===== config.mk =====
export PLATFORM = sky130hd
export DESIGN_NAME = digit_motion_ctrl
export DESIGN_NICKNAME = d
export VERILOG_FILES = /design/src/rtl/digit_motion_ctrl_pkg.sv /design/src/rtl/digit_motion_ctrl_tick.sv /design/src/rtl/digit_motion_ctrl.sv
export SDC_FILE = /design/constraint.sdc
export NUM_CORES = 1
export LEC_CHECK = 0
export ABC_AREA = 1
export BUFFER_PORTS_ARGS = -buffer_cell sky130_fd_sc_hd__buf_2
export CORE_MARGIN = 5
export CORE_UTILIZATION = 50
export CTS_CLUSTER_DIAMETER = 150
export DETAILED_ROUTE_END_ITERATION = 12
export PLACE_DENSITY_LB_ADDON = 0.1
export SETUP_SLACK_MARGIN = 0.3
export SYNTH_ARGS = -nofsm -noshare
export SYNTH_HDL_FRONTEND = slang
export SYNTH_SLANG_ARGS = --single-unit
export TNS_END_PERCENT = 30

===== constraint.sdc =====
create_clock -name clk -period 4.1 [get_ports clk]
set_input_delay 0.615 -clock clk [delete_from_list [all_inputs] [get_ports clk]]
set_output_delay 0.615 -clock clk [all_outputs]
set_load 0.05 [all_outputs]

===== src/rtl/digit_motion_ctrl_pkg.sv =====
// Shared display constants and motion-controller state encodings, reused by
// every controller that positions a glyph on the 96-pixel OLED.
package digit_motion_ctrl_pkg;

    localparam int OLED_WIDTH  = 96;
    localparam int DIGIT_WIDTH = 16;
    localparam int MAX_X       = OLED_WIDTH - DIGIT_WIDTH;

    typedef enum logic [1:0] {
        ST_IDLE   = 2'd0,
        ST_MOVE   = 2'd1,
        ST_HOLD   = 2'd2,
        ST_PAUSED = 2'd3
    } motion_state_e;

endpackage


===== src/rtl/digit_motion_ctrl_tick.sv =====
// Motion tick divider: while enabled, counts 0..TICK_DIV-1 and flags the
// last count; holds its value while disabled so a pause resumes mid-period.
module tick_gen #(
    parameter int TICK_DIV = 3000000
) (
    input  logic clk,
    input  logic rst,
    input  logic en,
    output logic tick
);

    localparam int               CNT_W    = (TICK_DIV > 1) ? $clog2(TICK_DIV) : 1;
    localparam logic [CNT_W-1:0] CNT_LAST = CNT_W'(TICK_DIV - 1);
    localparam logic [CNT_W-1:0] CNT_ONE  = CNT_W'(1);
    localparam logic [CNT_W-1:0] CNT_ZERO = CNT_W'(0);

    logic [CNT_W-1:0] cnt_r;
    logic             at_last_s;

    // Terminal-count decode; tick only counts while the divider is enabled
    always_comb begin
        at_last_s = (cnt_r == CNT_LAST);
        tick      = en & at_last_s;
    end

    // Divider counter with wrap at the terminal count
    always_ff @(posedge clk) begin
        if (rst) begin
            cnt_r <= CNT_ZERO;
        end else if (en) begin
            if (at_last_s) begin
                cnt_r <= CNT_ZERO;
            end else begin
                cnt_r <= cnt_r + CNT_ONE;
            end
        end
    end

endmodule


===== src/rtl/digit_motion_ctrl.sv =====
// Horizontal digit animator: steps pos_x one pixel per motion tick, dwells at
// each edge, then bounces or wraps; run/pause control with frozen timing.
module digit_motion_ctrl
    import digit_motion_ctrl_pkg::*;
#(
    parameter int OLED_WIDTH  = digit_motion_ctrl_pkg::OLED_WIDTH,
    parameter int DIGIT_WIDTH = digit_motion_ctrl_pkg::DIGIT_WIDTH,
    parameter int TICK_DIV    = 3000000,
    parameter int DWELL_TICKS = 8
) (
    input  logic       clk,
    input  logic       rst,
    input  logic       run,
    input  logic       pause,
    input  logic       wrap_mode,
    output logic [6:0] pos_x,
    output logic       moving_right,
    output logic       edge_hit,
    output logic       busy
);

    localparam logic [6:0] MAX_POS    = 7'(OLED_WIDTH - DIGIT_WIDTH);
    localparam logic [7:0] DWELL_INIT = 8'(DWELL_TICKS);

    motion_state_e state_r, state_n;
    motion_state_e saved_r, saved_n;
    logic [6:0]    pos_r, pos_n, step_pos_s;
    logic [7:0]    dwell_r, dwell_n;
    logic          dir_r, dir_n;
    logic          edge_r, edge_n;
    logic          busy_r, busy_n;
    logic          at_bound_s;
    logic          tick_s, tick_en_s, tick_rst_s;

    // Divider runs only while actively moving/holding; IDLE keeps it cleared
    always_comb begin
        tick_en_s  = ((state_r == ST_MOVE) || (state_r == ST_HOLD)) && run && !pause;
        tick_rst_s = rst || (state_r == ST_IDLE);
    end

    tick_gen #(
        .TICK_DIV (TICK_DIV)
    ) u_tick_gen (
        .clk  (clk),
        .rst  (tick_rst_s),
        .en   (tick_en_s),
        .tick (tick_s)
    );

    // Next-state, position and dwell logic; run=0 beats pause beats tick
    always_comb begin
        state_n    = state_r;
        saved_n    = saved_r;
        pos_n      = pos_r;
        dir_n      = dir_r;
        dwell_n    = dwell_r;
        edge_n     = 1'b0;
        at_bound_s = dir_r ? (pos_r == MAX_POS) : (pos_r == 7'd0);
        step_pos_s = dir_r ? (pos_r + 7'd1) : (pos_r - 7'd1);

        case (state_r)
            ST_IDLE: begin
                if (run && !pause) begin
                    state_n = ST_MOVE;
                end else begin
                    state_n = ST_IDLE;
                end
            end
            ST_MOVE: begin
                if (!run) begin
                    state_n = ST_IDLE;
                end else if (pause) begin
                    saved_n = ST_MOVE;
                    state_n = ST_PAUSED;
                end else if (tick_s) begin
                    // Already at the target bound: no step, straight into the dwell
                    if (at_bound_s) begin
                        edge_n  = 1'b1;
                        dwell_n = DWELL_INIT;
                        state_n = ST_HOLD;
                    end else begin
                        pos_n = step_pos_s;
                        if (step_pos_s == (dir_r ? MAX_POS : 7'd0)) begin
                            edge_n  = 1'b1;
                            dwell_n = DWELL_INIT;
                            state_n = ST_HOLD;
                        end else begin
                            state_n = ST_MOVE;
                        end
                    end
                end else begin
                    state_n = ST_MOVE;
                end
            end
            ST_HOLD: begin
                if (!run) begin
                    state_n = ST_IDLE;
                end else if (pause) begin
                    saved_n = ST_HOLD;
                    state_n = ST_PAUSED;
                end else if (tick_s) begin
                    if (dwell_r <= 8'd1) begin
                        dwell_n = 8'd0;
                        state_n = ST_MOVE;
                        if (wrap_mode) begin
                            pos_n = dir_r ? 7'd0 : MAX_POS;
                        end else begin
                            dir_n = ~dir_r;
                        end
                    end else begin
                        dwell_n = dwell_r - 8'd1;
                        state_n = ST_HOLD;
                    end
                end else begin
                    state_n = ST_HOLD;
                end
            end
            ST_PAUSED: begin
                if (!run) begin
                    state_n = ST_IDLE;
                end else if (!pause) begin
                    state_n = saved_r;
                end else begin
                    state_n = ST_PAUSED;
                end
            end
            default: begin
                state_n = ST_IDLE;
            end
        endcase

        busy_n = (state_n != ST_IDLE);
    end

    // State and output registers
    always_ff @(posedge clk) begin
        if (rst) begin
            state_r <= ST_IDLE;
            saved_r <= ST_MOVE;
            pos_r   <= 7'd0;
            dir_r   <= 1'b1;
            dwell_r <= 8'd0;
            edge_r  <= 1'b0;
            busy_r  <= 1'b0;
        end else begin
            state_r <= state_n;
            saved_r <= saved_n;
            pos_r   <= pos_n;
            dir_r   <= dir_n;
            dwell_r <= dwell_n;
            edge_r  <= edge_n;
            busy_r  <= busy_n;
        end
    end

    assign pos_x        = pos_r;
    assign moving_right = dir_r;
    assign edge_hit     = edge_r;
    assign busy         = busy_r;

endmodule

==> Word-level counts from Yosys, hierarchy flattened <==
Cells that the tools add are included.
{ "totals": {"register_bits": 44, "latchBits": 0, "ramBits": 0, "romBits": 0, "input_bits": 5, "out_inout_bits": 10, "word_cells": 98, "mem_count": 0} }
{ "classes": {"add_sub_neg": 4, "mul": 0, "div": 0, "order_cmp": 1, "eq_ne": 18, "n_shift": 0, "mux": 45, "bitwise_logic": 7, "n_reduce_logical": 15} }
{ "ops": {"columns": ["op", "n"], "rows": [
  ["2-to-1 mux 7 bit", 12],
  ["2-to-1 mux 8 bit", 9],
  ["2-to-1 mux 2 bit", 15],
  ["adder 22 x 1 -> 22 bit, second input constant", 1],
  ["== test 22 bit, second input constant", 1],
  ["2-to-1 mux 22 bit", 1],
  ["!= test 2 bit, second input constant", 10],
  ["one-hot mux 8 bit (2 select lines)", 1],
  ["one-hot mux 7 bit (2 select lines)", 1],
  ["AND reduction 10 bit", 1],
  ["less-or-equal comparator 8 x 1 -> 1 bit, second input constant", 1],
  ["one-hot mux 2 bit (4 select lines)", 1],
  ["AND reduction 8 bit", 1],
  ["subtractor 8 x 1 -> 8 bit, second input constant", 1],
  ["adder 7 x 1 -> 7 bit, second input constant", 1],
  ["== test 7 bit", 1],
  ["== test 7 bit, second input constant", 1],
  ["zero test 7 bit", 1],
  ["subtractor 7 x 1 -> 7 bit, second input constant", 1],
  ["NOT 1 bit", 6],
  ["AND reduction 6 bit", 1],
  ["AND reduction 5 bit", 1],
  ["OR reduction 5 bit", 1],
  ["== test 2 bit, second input constant", 2],
  ["other kinds (11)", 18]
]} }

==> Depth between registers and ports, before layout <==
{ "depth": {"depth_word": 10, "ltp_mapped": 18, "mapped_depth_nobuf": 18} }

==> By module <==
Synthesis repeated with hierarchy kept, for this count alone.
{ "hier_totals": {"hier_cells": 464, "hier_area_um2": 3121.7} }
{ "modules_own_cells": {"columns": ["mod", "instances", "cells_per_inst", "area_per_inst_um2", "seq_area_each_um2"], "rows": [
  ["digit_motion_ctrl", 1, 261, 1699.1, 440.4],
  ["tick_gen", 1, 203, 1422.6, 440.4]
]} }

==> Worst setup path after synthesis <==
Ideal clock, no wire load.
{ "synth_timing": {"path_type": "flip-flop to flip-flop", "from": "reg dir_r, in the netlist moving_right", "to": "reg dwell_r[5]", "setup_time_ns": 0.119, "arrival_time_ns": 2.437, "required_ns": 3.981, "path_slack_ns": 1.545, "path_stages_with_launch": 17, "n_path_buf": 1, "period_less_slack_ns": 2.555, "path_cell_list": "dfxtp_1 > inv_1 > ha_1 > nand2_1 > nor2_1 > nand2_1 > nand3_1 > nand2_1 > nand2_1 > nand2_1 > nand2_1 > nand2_1 > nand2_1 > buf_4 > nand4_1 > nand2_1 > nor2_1"} }
{ "synth_between": {"elab_chain_cells": 6, "word_cells_on_any_way": 11, "cone_classes": "2 x eq/ne; 8 x mux; 1 x reduce/logical"} }
{ "synth_lines": {"columns": ["element", "line", "rtl"], "rows": [
  ["start, declared", "digit_motion_ctrl.sv:29", "logic dir_r, dir_n;"],
  ["start signal, assigned", "digit_motion_ctrl.sv:149", "dir_r <= dir_n;"],
  ["2-to-1 mux 1 bit", "digit_motion_ctrl.sv:58", "at_bound_s = dir_r ? (pos_r == MAX_POS) : (pos_r == 7'd0);"],
  ["2-to-1 mux 8 bit", "digit_motion_ctrl.sv:77", "if (at_bound_s) begin"],
  ["2-to-1 mux 8 bit", "digit_motion_ctrl.sv:75", "end else if (tick_s) begin"],
  ["2-to-1 mux 8 bit", "digit_motion_ctrl.sv:72", "end else if (pause) begin"],
  ["2-to-1 mux 8 bit", "digit_motion_ctrl.sv:70", "if (!run) begin"],
  ["one-hot mux 8 bit (2 select lines)", "digit_motion_ctrl.sv:61", "case (state_r)"],
  ["end signal, assigned", "digit_motion_ctrl.sv:150", "dwell_r <= dwell_n;"],
  ["end, declared", "digit_motion_ctrl.sv:28", "logic [7:0] dwell_r, dwell_n;"]
]} }
Several ways; a longest one is shown, not always the timed one. The select of a mux whose other input is x is not followed.
A chain may end at the register's enable or synchronous reset.

==> Worst setup path in the final report <==
{ "layout_timing": {"from": "reg dir_r, in the netlist moving_right", "to": "reg dwell_r[1]"} }
Same word-level chain as after synthesis.

==> results.py <==
metrics = {
    "sta": {
        "clock_skew_ns": 0.0121,
        "period_minus_slack_ns": 2.68,
        "fin_setup_tns_ns": 0,
        "setup_violations": 0,
        "rsz0062_at_grt": "no",
        "hold_viol_final": 0,
        "maxSlewHeadroom": 0.687,
        "worst_pin_slew_ns": 0.469,
        "post-route-period-util": 0.653,
        "fmax_mhz": 373,
        "final-max-slew-violation-count": 0,
    },
    "clock_network": {
        "htree_levels": 2,
        "cts_buffers": 5,
        "post_cts_resized": 0,
        "cts_tree": "yes",
        "post-cts-setup-buffer-count": 0,
        "cts-root-buf": "clkbuf_8",
        "clk_latency_ns": 0.30,
        "clkTransAtPathRegs_ns": 0.09,
        "hold_buffers": 0,
        "clockBufferDepth": 2,
        "clock_sinks": 44,
    },
    "final_layout": {
        "multi_input_area_sq_mm": 0.00178,
        "nNetsFinal": 475,
        "diodes": 0,
        "area_growth_pct": 7.92,
        "final_cells": 532,
        "fin_area_sq_mm": 0.00317,
        "n_fill_cell": 609,
        "seqCellArea_sq_um": 881,
        "drive_above_1_share": 0.107,
    },
    "die": {
        "die_h_um": 86.7,
        "rows": 28,
        "die_w_um": 86.7,
        "dieArea_sq_mm": 0.00751,
        "core-area_sq_mm": 0.00582,
        "start_util": 0.505,
        "top_level_ports": 15,
    },
    "placed_design": {
        "placedCellCount": 524,
        "place_area_sq_mm": 0.00308,
        "globalplace.congestion": 0.863,
        "dp.final_hpwl_um": 5240,
        "numPortBuffers": 14,
    },
    "outcome": {
        "status": "finished, final reports clean",
    },
    "synth": {
        "yosys_warnings": 0,
        "avgSynthCellArea_sq_um": 6.69,
        "ys_ff_latch": 44,
        "synth_nets": 458,
        "syn_area_sq_mm": 0.00294,
        "synthArstFlopShare": 0,
        "ys.flop_type": "dfxtp_1",
        "synth.distinct_cells": 44,
        "synth_cells": 439,
        "ys_seq_area_frac": 0.300,
        "synth_edf_count": 0,
    },
    "worst_setup_path": {
        "crit_arrival_ns": 2.91,
        "end_kind": "flip-flop",
        "path_class": "flip-flop to flip-flop",
        "crit_fanout": 12,
        "cp_data_required_time_ns": 4.34,
        "crit_path_start_kind": "flip-flop",
    },
    "routing": {
        "first_pass_iters": 4,
        "drc": 0,
        "drt_iter0_drc": 121,
        "wire_per_inst_um": 12.4,
        "drt-total-wl_um": 6620,
        "antenna_left": 0,
        "vias": 2773,
        "viasPerCell": 5.21,
    },
    "power": {
        "clkPwrFrac": 0.367,
        "p_comb_frac": 0.081,
        "seqPwrFrac": 0.552,
        "intPower_mw": 0.586,
        "power_density_mw_per_mm2": 249,
        "p_leak_nw": 1.37,
        "swShare": 0.256,
        "netSwitchingPower_mw": 0.201,
        "total_power_mw": 0.788,
        "peakVddDrop_v": 0.000117,
    },
    "global_route": {
        "grt_pass1_vias": 2660,
        "grt_pass1_wl_um": 11800,
        "antenna_found_initial": 0,
        "overflow": 0,
        "grt_max_degree": 13,
        "track_usage": 0.195,
    },
    "hold_path": {
        "hold_path.class": "flip-flop to flip-flop",
    },
    "flow_run": {
        "cap_viol_max_count": 0,
    },
}
-- state kept, by name, summed over array words and instances, names as in the netlist --
name              cells
busy                  1
dwell_r               8
edge_hit              1
moving_right          1
pos_x                 7
saved_r               2
state_r               2
u_tick_gen.cnt_r     22
-- final cells by class --
type / count / share of cell area
Sequential cell: 44 / 0.278
Tap cell: 75 / 0.0296
Timing Repair Buffer: 14 / 0.0221
Multi-Input combinational cell: 324 / 0.562
Clock buffer: 8 / 0.0284
Inverter: 67 / 0.0801
-- synthesized netlist by cell type (2+ instances only) --
| library cell | n | area (sq um) |
|---|---|---|
| clkinv_1 | 3 | 11.3 |
| buf_2 | 2 | 10.0 |
| nor3_1 | 15 | 75.1 |
| nor4_1 | 3 | 18.8 |
| inv_1 | 62 | 233 |
| ha_1 | 13 | 163 |
| xnor2_1 | 4 | 35.0 |
| nand2_1 | 105 | 394 |
| a21oi_2 | 2 | 17.5 |
| a21oi_1 | 32 | 160 |
| nor3b_1 | 2 | 15.0 |
| o21ai_0 | 11 | 55.1 |
| nand3_1 | 24 | 120 |
| nor2_4 | 5 | 56.3 |
| nand2_4 | 2 | 22.5 |
| nand3b_1 | 2 | 15.0 |
| nor3b_2 | 2 | 25.0 |
| xor2_1 | 5 | 43.8 |
| nand4_1 | 20 | 125 |
| nor2_1 | 50 | 188 |
| dfxtp_1 | 44 | 881 |
| nand2_2 | 5 | 31.3 |
| and3_1 | 3 | 18.8 |
| nand3_2 | 3 | 30.0 |
-- per-stage QoR --
step | util | hold slack, ns | worst slack (ns)
floorplan | - | 0.443 | 1.54
detailed placement | 0.530 | 0.477 | 1.45
CTS | 0.545 | 0.491 | 1.44
global placement | 0.530 | 0.466 | 1.49
global route | 0.545 | 0.519 | 1.07
finish | 0.545 | 0.484 | 1.42
-- worst max-delay path: stages, from the launching register on --
cell and delay, ns:
dfxtp_1 0.48, inv_1 0.24, ha_1 0.46, nand2_1 0.09, nor2_1 0.10, nand2_1 0.09
nand3_1 0.10, nand2_1 0.06, nand2_1 0.08, nand2_1 0.05, nand2_1 0.06, nand2_1 0.08
nand2_1 0.28, nand3_1 0.22, nand2_1 0.10, nand2_1 0.05, nor2_1 0.07
-- cell usage in the layout, fill, tap and decap left out, types with 2 or more instances in the layout --
cell type / count
nand2_1: 105
inv_1: 62
nor2_1: 50
dfxtp_1: 44
a21oi_1: 32
nand3_1: 24
nand4_1: 20
nor3_1: 15
buf_2: 14
ha_1: 13
o21ai_0: 11
clkbuf_8: 6
nand2_2: 5
nor2_4: 5
xor2_1: 5
xnor2_1: 4
nand3_2: 3
clkinv_1: 3
nor4_1: 3
and3_1: 3
a21oi_2: 2
nand2_4: 2
nor3b_2: 2
nand3b_1: 2
nor3b_1: 2
clkbuf_1: 2
-- power groups by stage --
stage	Clock, mW	Combinational (mW)	Sequential [mW]
2_1_floorplan	0	0.0414	0.452
3_3_place_gp	0	0.0635	0.445
3_5_place_dp	0	0.0636	0.445
4_1_cts	0.302	0.0640	0.435
5_1_grt	0.324	0.0715	0.436
6_report	0.289	0.0636	0.435
-- worst paths after layout --
path                                     startpoint                  end  slack [ns]  depth (start not counted)
worst max-delay path                   moving_right           dwell_r[1]        1.42                         16
worst min-delay path            u_tick_gen.cnt_r[9]  u_tick_gen.cnt_r[9]        0.48                          1
worst max register to register         moving_right           dwell_r[1]        1.42                         16
worst min register to register  u_tick_gen.cnt_r[9]  u_tick_gen.cnt_r[9]        0.48                          1
-- per-layer routing --
metal | share of wire | track usage | wire [um] | up-vias
met2 | 0.47 | 0.322 | 3080 | 46
met4 | 0.010 | 0.0581 | 67 | 0
met3 | 0.039 | 0.0342 | 257 | 5
li1 | - | - | - | 1460
met1 | 0.49 | 0.258 | 3210 | 1262
met5 | 0 | 0 | 0 | -
-- kinds of logic after synthesis --
group	after synthesis	share of synthesized area
XOR/XNOR	9	0.0268
AO/OA/AOI/OAI	53	0.103
AND/OR/NAND/NOR	248	0.415
flip-flops	44	0.300
buffers and inverters	71	0.0937
adder cells (fa/ha/maj)	14	0.0622
(Power assumes the default switching activity.)
